<file path="config.mk">
export PLATFORM = sky130hd
export DESIGN_NAME = led_scan_flat
export DESIGN_NICKNAME = d
export VERILOG_FILES = /design/src/rtl/led_scan_pkg.sv /design/src/rtl/led_scan_if.sv /design/src/rtl/led_scan_scan_tick.sv /design/src/rtl/led_scan.sv /design/src/flat_wrapper.sv
export SDC_FILE = /design/constraint.sdc
export NUM_CORES = 1
export LEC_CHECK = 0
export BUFFER_PORTS_ARGS = -buffer_cell sky130_fd_sc_hd__buf_2
export CAP_MARGIN = 10
export CORE_MARGIN = 2
export CORE_UTILIZATION = 57
export DETAILED_ROUTE_END_ITERATION = 8
export PLACE_DENSITY = 0.86
export RECOVER_POWER = 50
export SLEW_MARGIN = 20
export SYNTH_ARGS = -nofsm -noshare
export SYNTH_HDL_FRONTEND = slang
export SYNTH_HIERARCHICAL = 1
export SYNTH_SLANG_ARGS = --single-unit
export TNS_END_PERCENT = 1
</file>
<file path="constraint.sdc">
create_clock -name iClk -period 2.8 [get_ports iClk]
set_input_delay 0.14 -clock iClk [delete_from_list [all_inputs] [get_ports iClk]]
set_output_delay 0.14 -clock iClk [all_outputs]
set_load 0.01 [all_outputs]
</file>
<file path="src/rtl/led_scan_pkg.sv">
// Shared constants, types and the leading-zero helper for the LED digit scanner.
// Imported by the interface, the prescaler and the top.
package led_scan_pkg;

  localparam int NUM_DIGITS  = 8;
  localparam int NIBBLE_W    = 4;
  localparam int SEL_W       = 3;
  localparam int DIV_DEFAULT = 50000;
  localparam int VALUE_W     = NUM_DIGITS * NIBBLE_W;

  typedef logic [VALUE_W-1:0]  value_t;
  typedef logic [NIBBLE_W-1:0] nibble_t;
  typedef logic [SEL_W-1:0]    sel_t;

  // High when digit `sel` and every more significant digit are zero.
  // Digit 0 is never reported, so a value of zero still shows one digit.
  function automatic logic lzHit(input value_t disp, input sel_t sel, input logic lzb);
    logic upperZero;
    upperZero = 1'b1;
    for (int k = 0; k < NUM_DIGITS; k++) begin
      if (k >= int'(sel) && disp[k*NIBBLE_W +: NIBBLE_W] != '0) upperZero = 1'b0;
    end
    return lzb && (sel != '0) && upperZero;
  endfunction

endpackage

</file>
<file path="src/rtl/led_scan_if.sv">
// Value/control inputs and digit outputs of the scanner, bundled as one port.
// master drives the value and controls; slave is the scanner itself.
interface led_scan_if;
  import led_scan_pkg::*;

  value_t  iValue;
  logic    iLoad;
  logic    iEn;
  logic    iLzb;
  nibble_t oData;
  sel_t    oSel;
  logic    oBlank;
  logic    oFrame;

  // iLoad is a single-cycle strobe with no back-pressure: every strobe is
  // accepted and a newer one simply replaces the pending value.
  modport master (
    output iValue, iLoad, iEn, iLzb,
    input  oData, oSel, oBlank, oFrame
  );

  modport slave (
    input  iValue, iLoad, iEn, iLzb,
    output oData, oSel, oBlank, oFrame
  );

endinterface

</file>
<file path="src/rtl/led_scan_scan_tick.sv">
// Digit-slot prescaler: counts 0..DIV-1 while enabled, holds while disabled,
// and pulses oTick in the last count of each slot.
module scan_tick #(
  parameter int DIV = 50000
) (
  input  logic iClk,
  input  logic iRst_n,
  input  logic iEn,
  output logic oTick
);

  localparam int CNT_W = (DIV > 2) ? $clog2(DIV) : 1;
  localparam logic [CNT_W-1:0] CNT_MAX = CNT_W'(DIV - 1);

  logic [CNT_W-1:0] cnt;

  assign oTick = iEn && (cnt == CNT_MAX);

  always_ff @(posedge iClk) begin
    if (!iRst_n) begin
      cnt <= '0;
    end else if (iEn) begin
      cnt <= oTick ? '0 : cnt + CNT_W'(1);
    end
  end

endmodule

</file>
<file path="src/rtl/led_scan.sv">
// Eight-digit multiplexed display scanner: steps a digit index once per DIV
// clocks and only swaps the shown value at frame boundaries, so frames never tear.
module led_scan
  import led_scan_pkg::*;
#(
  parameter int DIV         = DIV_DEFAULT,
  parameter bit LZB_DEFAULT = 1'b0
) (
  input logic      iClk,
  input logic      iRst_n,
  led_scan_if.slave bus
);

  logic   enQ;
  logic   tick;
  logic   wrap;
  logic   commit;
  logic   lzb;
  logic   pend;
  logic   blankQ;
  logic   frameQ;
  value_t pending;
  value_t disp;
  value_t dispNext;
  sel_t   idx;
  sel_t   idxNext;

  scan_tick #(.DIV(DIV)) uScanTick (
    .iClk  (iClk),
    .iRst_n(iRst_n),
    .iEn   (enQ),
    .oTick (tick)
  );

  assign wrap     = tick && (idx == sel_t'(NUM_DIGITS - 1));
  assign commit   = wrap && pend;
  assign idxNext  = tick ? idx + sel_t'(1) : idx;
  assign dispNext = commit ? pending : disp;
  assign lzb      = bus.iLzb | LZB_DEFAULT;

  // A load in the commit cycle lands in pending after disp has taken the
  // old pending value, so pend stays set for the following frame.
  always_ff @(posedge iClk) begin
    if (!iRst_n) begin
      enQ     <= 1'b0;
      idx     <= '0;
      disp    <= '0;
      pending <= '0;
      pend    <= 1'b0;
      frameQ  <= 1'b0;
      blankQ  <= 1'b1;
    end else begin
      enQ  <= bus.iEn;
      idx  <= idxNext;
      disp <= dispNext;
      if (bus.iLoad) pending <= bus.iValue;
      pend   <= bus.iLoad | (pend & ~commit);
      frameQ <= wrap;
      blankQ <= ~bus.iEn | lzHit(dispNext, idxNext, lzb);
    end
  end

  assign bus.oSel   = idx;
  assign bus.oData  = disp[idx*NIBBLE_W +: NIBBLE_W];
  assign bus.oBlank = blankQ;
  assign bus.oFrame = frameQ;

endmodule

</file>
<file path="src/flat_wrapper.sv">
// flat-port wrapper written by rule: the top's interface ports become plain ports
module led_scan_flat import led_scan_pkg::*;
#(
  parameter int DIV         = DIV_DEFAULT,
  parameter bit LZB_DEFAULT = 1'b0
)
  (iClk, iRst_n, bus_iValue, bus_iLoad, bus_iEn, bus_iLzb, bus_oData, bus_oSel, bus_oBlank, bus_oFrame);
  led_scan_if bus_i ();
  input logic iClk;
  input logic iRst_n;
  input wire logic [$bits(bus_i.iValue)-1:0] bus_iValue;
  input wire logic [$bits(bus_i.iLoad)-1:0] bus_iLoad;
  input wire logic [$bits(bus_i.iEn)-1:0] bus_iEn;
  input wire logic [$bits(bus_i.iLzb)-1:0] bus_iLzb;
  output wire logic [$bits(bus_i.oData)-1:0] bus_oData;
  output wire logic [$bits(bus_i.oSel)-1:0] bus_oSel;
  output wire logic [$bits(bus_i.oBlank)-1:0] bus_oBlank;
  output wire logic [$bits(bus_i.oFrame)-1:0] bus_oFrame;
  assign bus_i.iValue = bus_iValue;
  assign bus_i.iLoad = bus_iLoad;
  assign bus_i.iEn = bus_iEn;
  assign bus_i.iLzb = bus_iLzb;
  assign bus_oData = bus_i.oData;
  assign bus_oSel = bus_i.oSel;
  assign bus_oBlank = bus_i.oBlank;
  assign bus_oFrame = bus_i.oFrame;
  led_scan #(.DIV(DIV), .LZB_DEFAULT(LZB_DEFAULT)) u_core (.iClk(iClk), .iRst_n(iRst_n), .bus(bus_i));
endmodule
</file>
Word-level counts from Yosys, hierarchy flattened. Cells that the tools add are included. Widths: inputs -> output; s select.

$add $sub $neg: 2. Order comparisons: 7. Equal/unequal tests: 2. Shifts and indexed selects: 1. Multiplexer cells: 12. Bitwise gates (word level): 5. Reduce and logical (&&, ||, !) cells: 21.

Operator list (number): $mux 32 (1); $reduce_bool 4->1 (8); $shiftx 32x6->4 (1); $add 16x1->16 const B (1); $eq 16x16->1 const B (1); $mux 16 (1); $logic_and 1x1->1 (12); $ge 3x3->1 const A (3); $mux 1 (9); $ge 1x3->1 const A (2); $ge 2x3->1 const A (2); $add 3x1->3 const B (1); $eq 3x3->1 const B (1); $mux 3 (1); $reduce_bool 3->1 (1); $not 1->1 (2); $or 1x1->1 (2); $and 1x1->1 (1).

Bits in registers: 87. Bits of input ports: 37. Word-level logic and storage cells: 58.

Longest topological paths before layout. Gate-level depths: netlist of run 1.

Depth after elaboration: 18. Gate-level depth with buffers: 10. Mapped depth without buffers: 9.

Hierarchy. The synthesis of run 1 kept the hierarchy.

Modules (own cells, without submodules): led_scan (instances 1, cells an instance 327, area each 3153.0 um^2); scan_tick (instances 1, cells an instance 89, area each 772.0 um^2).

Least setup slack after synthesis of run 1. OpenSTA, ideal clock, no wires.

Path type: reg-to-reg. From: reg u_core.uScanTick.cnt[0]. To: reg u_core.blankQ (netlist: u_core/bus.oBlank). Setup time: 69 ps. Data arrival time: 2196 ps. Setup slack: 535 ps. Cell stages (with the launch flop): 11. Path buffers: 1. Cell sequence: dfxtp_1 ha_1 and4_1 nand4_1 inv_1 buf_6 nand3b_1 a21oi_2 a21oi_1 or4_1 o21ai_1.

Longest elaborated chain between the ends: 18.

RTL lines: start, declared (RTL line led_scan_scan_tick.sv:15) `logic [CNT_W-1:0] cnt;`; start signal, assigned (RTL line led_scan_scan_tick.sv:23) `cnt <= oTick ? '0 : cnt + CNT_W'(1);`; $eq 16x16->1 * (RTL line led_scan_scan_tick.sv:17) `assign oTick = iEn && (cnt == CNT_MAX);`; $logic_and 1x1->1 * (RTL line led_scan_scan_tick.sv:17); via u_core.tick (RTL line led_scan.sv:15) `logic tick;`; branches (longest 14 deep; another with $ge 1x3->1); $logic_and 1x1->1 * (RTL line led_scan_pkg.sv:23) `return lzb && (sel != '0) && upperZero;`; $or 1x1->1 * (RTL line led_scan.sv:59) `blankQ <= ~bus.iEn | lzHit(dispNext, idxNext, lzb);`; end signal, assigned (RTL line led_scan.sv:59); end, declared (RTL line led_scan.sv:20) `logic blankQ;`.

Mark *: on every way through the listed nets, which the timed path passes. The select of a mux whose other input is x is not followed. A chain may end at the register's enable or synchronous reset.

Worst setup path in the final report of run 1.
From: reg u_core.uScanTick.cnt[1]. To: reg u_core.blankQ (netlist: u_core/bus.oBlank).

The elaborated chain is that of the path after synthesis.

==> results.toml, run 1 <==
[drt]
avgRoutedWirePerCell_um = 15.4
ant_nets = 0
routed_wl_mm = 8.31
drc = 0
num_vias = 3096
dr.pass1.iters = 5
drt_iter0_markers = 177
avgViaCountPerCell = 5.72

[grt]
grt_max_degree = 50
antenna_found_initial = 0
grt_pass1_vias = 2983
top_usage_layer = "met2"
use_met2 = 0.373
track_usage = 0.234
grt_pass1_wl_mm = 13.9
use_met1 = 0.309
overflow = 0
use_met3 = 0.0588

[floorplan]
die-width_um = 87.0
die-area_um2 = 7570
fp.coreArea_um2 = 6720
ios = 46
start_util = 0.584
num_rows = 30
die-height_um = 87.0

[synth]
ys_async_sr_fraction = 0
synthFlopType = "dfxtp_1"
synth.area.top_cells = "dfxtp_1, mux2i_1, nand2_1"
syn_area_per_cell_um2 = 9.44
synth_top_area_frac = 0.444
yosysTopAreaCell = "dfxtp_1"
ys_seq_elements = 87
yosys_warnings = 6
synth_nets = 456
yosysUniqueCellTypes = 47
syn_area_um2 = 3930
synth_edf_count = 0
synth_cells = 416
seq_area_frac_synth = 0.444

[timing]
max-slew-margin-rel = -0.524
rsz0062_at_grt = "no"
worst_pin_slew_ns = 2.29
min_period_ns = 2.60
skew_ns = 0.00301
finalSetupViolCount = 0
setup_tns_ns = 0
fmax_mhz = 385
finalCritPeriodShare = 0.927
hold_violations = 0
drv_slew = 84

[clock_tree]
numCtsBuffers = 9
cts_tree = "yes"
clock-sinks = 87
ctsHoldBuffers = 0
clkLatencyLatePin_ns = 0.35
cts_htree_levels = 3
cts_root_buf = "clkbuf_8"
clockBufferDepth = 2
cts.clk_slew.worst_paths_ns = 0.08

[power]
power_density_nw_per_um2 = 530
leakage_nw = 1.65
total_power_mw = 2.32
power_frac_seq = 0.558
power.internal_mw = 1.82
p_clk_frac = 0.389
p_comb_frac = 0.053
switching_share = 0.216
ir_worst_vdd_mv = 0.349
power.net_switching_mw = 0.502

[run]
drv_cap = 2

[cells_and_area]
drive_above_1_share = 0.169
area_growth_pct = 11.6
insertedDiodeCount = 0
multi_input_area_um2 = 2040
finalNetCount = 496
ff_latch_area_um2 = 1740
fillers = 550

[critical_path]
cp_data_required_time_ns = 3.09
slowest_delay_ns = 0.53
cp.arrival_ns = 2.89
cp-start-kind = "register"
worstSetupPathType = "reg2reg"
crit_fanout = 9
crit_slowest_cell = "or4_1"
cp-end-kind = "register"
crit_chain = "ha_1 -> and4_1 -> nand4_1 -> inv_2 -> buf_4 -> nand3b_1 -> a21oi_2 -> a21oi_1 -> or4_1 -> o21ai_1"

[run_status]
status = "finished with violations"
failed_checks = "max-capacitance violations, max-slew violations"

[placed_design]
portBuffers = 45
globalplace.congestion = 0.913
dp_hpwl_mm = 5.85

[worst_hold_path]
hp-class = "in2reg"
## final cells by class
| class | instances | share of cell area |
|---|---|---|
| sequential | 87 | 0.397 |
| clock inverter | 3 | 0.00914 |
| clock buffer | 13 | 0.0385 |
| tap | 80 | 0.0228 |
| multi-input combinational | 298 | 0.465 |
| timing repair buffer | 53 | 0.0611 |
| inverter | 7 | 0.00600 |
## metal layers
layer  part of all wire  wire length [um]
met5                  0                 0
met2               0.48              4010
met4              0.022               184
met3              0.041               340
met1               0.45              3770
## path summary, 6_finish.rpt
kind,from,to,slack [ns],depth (start not counted)
worst max-delay path,u_core/uScanTick/cnt[1]$_SDFFE_PN0P_,u_core/bus.oBlank$_SDFF_PN1_,0.20,10
worst min register to register,u_core/pending[0]$_SDFFE_PN0P_,u_core/disp[0]$_SDFF_PN0_,0.48,2
worst min-delay path,bus_iEn,u_core/enQ$_SDFF_PN0_,0.03,2
worst max register to register,u_core/uScanTick/cnt[1]$_SDFFE_PN0P_,u_core/bus.oBlank$_SDFF_PN1_,0.20,10
## power groups by stage
stage	clock [mW]	combinational (mW)	sequential [mW]
detailed placement	0	0.121	1.32
finish	0.904	0.123	1.30
floorplan	0	0.0816	1.31
CTS	0.917	0.122	1.30
global placement	0	0.116	1.32
global route	0.970	0.138	1.30
## what timing repair did
item                       4_1_cts  5_1_grt
setup endpoints to repair        0        2
setup buffers                    0        0
resized for setup                0        3
## through the flow
step | setup slack (ns) | hold slack, ns | std cells | instance area, um^2 | utilization
global placement | 0.288 | 0.396 | 525 | 4190 | 0.623
global route | 0.0294 | 0.0312 | 541 | 4380 | 0.652
detailed placement | 0.191 | 0.406 | 525 | 4190 | 0.623
finish | 0.204 | 0.0331 | 541 | 4380 | 0.652
floorplan | 0.535 | 0.262 | 416 | 3930 | -
CTS | 0.0483 | 0.0333 | 541 | 4390 | 0.654
## flip-flops by register name, indices dropped and copies added (netlist names)
register              cells
u_core/pending           32
u_core/uScanTick/cnt     16
u_core/pend               1
u_core/bus.oFrame         1
u_core/bus.oBlank         1
u_core/enQ                1
u_core/bus.oSel           3
u_core/disp              32
## cells by family after synthesis
| group | share of synthesized area |
|---|---|
| buffers and inverters | 0.0386 |
| XOR/XNOR | 0.0290 |
| AO/OA/AOI/OAI | 0.111 |
| multiplexers | 0.134 |
| adder cells (fa/ha/maj) | 0.00956 |
| AND/OR/NAND/NOR | 0.235 |
| flip-flops | 0.444 |
## critical path, delay by kind of cell, from the launching register on
kind | cells | cell delay (ns)
adder cells (fa/ha/maj) | 1 | 0.22
flip-flops | 1 | 0.42
buffers and inverters | 2 | 0.34
AO/OA/AOI/OAI | 3 | 0.40
AND/OR/NAND/NOR | 4 | 1.15
## cells in the mapped netlist (all sizes together) (3+ instances only)
master / count
nor2b: 35
nand3: 8
mux2i: 34
xor2: 3
buf: 10
mux4: 8
clkbuf: 14
a21boi: 34
dfxtp: 87
and2: 3
ha: 3
o41ai: 9
nand2: 85
nand3b: 3
or4: 7
xnor2: 10
nor2: 14
inv: 7
nor4: 6
a21oi: 6
o21ai: 3
nand4: 6
## placed cells by master (no fill, tap or decap), types with 8 or more instances in the layout
master / count
clkbuf_8: 12
dfxtp_1: 87
a21boi_0: 34
clkbuf_1: 9
mux4_2: 8
mux2i_1: 33
o41ai_1: 9
nor2_1: 14
nor2b_1: 35
xnor2_1: 10
nand2_1: 85
buf_2: 40
No activity file was read; power rests on OpenSTA's default activity.
==> run 2, diff against run 1 <==
BUFFER_PORTS_ARGS = unset   (was -buffer_cell sky130_fd_sc_hd__buf_2)
DONT_BUFFER_PORTS = 1   (was unset)
PLACE_DENSITY = 0.8   (was 0.86)
RECOVER_POWER = unset   (was 50)
==> results.toml, run 2 (synthesized netlist as in run 1, its figures left out) <==
[critical_path]
r2r-start = "u_core/uScanTick/cnt[0]$_SDFFE_PN0P_"
path_depth = 10
crit_buf_inv = 2
cp.arrival_ns = 2.87
crit_fanout = 8
regToRegSetupSlack_ns = 0.22
r2r-end = "u_core/bus.oBlank$_SDFF_PN1_"
cp_top_family = "simple AND/OR/NAND/NOR gates"
crit_chain = "ha_1 -> and4_1 -> nand4_1 -> inv_2 -> buf_4 -> nand3b_1 -> a21oi_2 -> a21oi_1 -> or4_1 -> o21ai_1"
crit_slowest_cell = "or4_1"
cp_data_required_time_ns = 3.08
worstSetupPathType = "reg2reg"
cp-end-kind = "register"
slowest_delay_ns = 0.54
cp-start-kind = "register"
reg2reg_depth = 10

[drt]
avgRoutedWirePerCell_um = 15.7
dr.pass1.iters = 4
drt_iter0_markers = 199
ant_nets = 0
routed_wl_mm = 8.85
num_vias = 3145
drc = 0
avgViaCountPerCell = 5.59

[cells_and_area]
final_cell_mix = "dfxtp_1, nand2_1, dlygate4sd3_1"
drive_above_1_share = 0.0787
final_cells = 563
layout_commonest_cell = "dfxtp_1"
finalNetCount = 518
insertedDiodeCount = 0
area_growth_pct = 23.1
reg_top3 = "u_core/disp x32, u_core/pending x32, u_core/uScanTick/cnt x16"
ff_latch_area_um2 = 1740
multi_input_area_um2 = 2040
fillers = 501

[clock_tree]
cts_tree = "yes"
cts.clk_slew.worst_paths_ns = 0.08
clock-sinks = 87
clkLatencyLatePin_ns = 0.35
cts_htree_levels = 3
numCtsBuffers = 9
cts_root_buf = "clkbuf_8"
clockBufferDepth = 2
cts_setup_buffers = 0

[timing]
rsz0062_at_grt = "no"
finalWorstSetupSlack_ns = 0.218
skew_ns = 0.0102
max-slew-margin-rel = 0.671
worst_pin_slew_ns = 0.488
hold_slack_ns = 0.151
drv_slew = 0
hold_violations = 0
finalCritPeriodShare = 0.922
setup_tns_ns = 0
fmax_mhz = 387
min_period_ns = 2.58
finalSetupViolCount = 0

[placed_design]
detailedPlace.worstSlack_ns = 0.212
dp_hpwl_mm = 5.48
placed_cells = 480
portBuffers = 0
globalplace.congestion = 0.935

[worst_hold_path]
hold-path-cell-count = 2
hold_end = "u_core/disp[25]$_SDFF_PN0_"
hp-class = "in2reg"
hp-start = "iRst_n"

[grt]
grt_max_degree = 74
overflow = 0
grt_pass1_wl_mm = 14.8
grt_pass1_vias = 3069
antenna_found_initial = 0
track_usage = 0.252

[floorplan]
ios = 46
die-height_um = 87.0
die-width_um = 87.0
die-area_um2 = 7570
start_util = 0.584
fp.coreArea_um2 = 6720
num_rows = 30

[run_status]
status = "completed"

[power]
leakage_nw = 1.73
ir_worst_vdd_mv = 0.319
power_density_nw_per_um2 = 478

[run]
drv_cap = 0
==> run 2: cell types whose count changed in the layout (fill, tap and decap cells not counted), sizes merged <==
| cell | previous run | this run |
|---|---|---|
| clkbuf | 21 | 13 |
| buf | 45 | 9 |
| dlygate4sd3 | 0 | 66 |
==> run 2: worst max-delay path by stage <==
stage                                               startpoint  slack [ns]                      endpoint
after floorplan           u_core/uScanTick/cnt[0]$_SDFFE_PN0P_        0.54  u_core/bus.oBlank$_SDFF_PN1_
after global placement    u_core/uScanTick/cnt[0]$_SDFFE_PN0P_        0.30  u_core/bus.oBlank$_SDFF_PN1_
after detailed placement  u_core/uScanTick/cnt[0]$_SDFFE_PN0P_        0.21  u_core/bus.oBlank$_SDFF_PN1_
after CTS                 u_core/uScanTick/cnt[0]$_SDFFE_PN0P_        0.18  u_core/bus.oBlank$_SDFF_PN1_
after global routing      u_core/uScanTick/cnt[0]$_SDFFE_PN0P_       0.007  u_core/bus.oBlank$_SDFF_PN1_
final                     u_core/uScanTick/cnt[0]$_SDFFE_PN0P_        0.22  u_core/bus.oBlank$_SDFF_PN1_
==> run 2: metrics by stage <==
stage	power, mW	util	cell area [um^2]
final	2.31	0.719	4830
after detailed placement	1.39	0.589	3960
after global placement	1.39	0.589	3960
after global routing	2.41	0.719	4830
after floorplan	1.40	-	3930
after CTS	2.31	0.718	4820
==> run 2: area by class of cell <==
cell class                      instances  area share
Multi-Input combinational cell        298       0.422
Sequential cell                        87       0.361
Timing Repair Buffer                   75       0.153
Clock buffer                           13      0.0287
Tap cell                               80      0.0207
Clock inverter                          3     0.00907
Inverter                                7     0.00544
==> run 2: worst register-to-register path, delay by kind of cell (launching register included) <==
kind | cells | cell delay, ns
flops | 1 | 0.42
simple gates | 4 | 1.14
fa+ha+maj | 1 | 0.22
buf+inv | 2 | 0.39
compound gates | 3 | 0.36
==> run 2: what timing repair did <==
action                                 in CTS  in global routing
endpoints found under the hold margin      73                  0
setup endpoints to repair                   0                  1
hold buffers                               67                  0
gates resized for setup                     0                  2
==> run 2: power by group <==
part / switching [mW] / leakage (nW) / internal (mW)
Clock: 0.417 / 0.0916 / 0.415
Combinational: 0.0550 / 0.935 / 0.126
Sequential: 0.0294 / 0.708 / 1.27
Total: 0.502 / 1.73 / 1.81
==> run 2: layer usage <==
metal,GRT usage,wire length [um],vias up
met5,0,0,-
met4,0.0866,154,0
met3,0.0512,401,14
met2,0.417,4360,86
met1,0.327,3930,1477
li1,-,-,1568
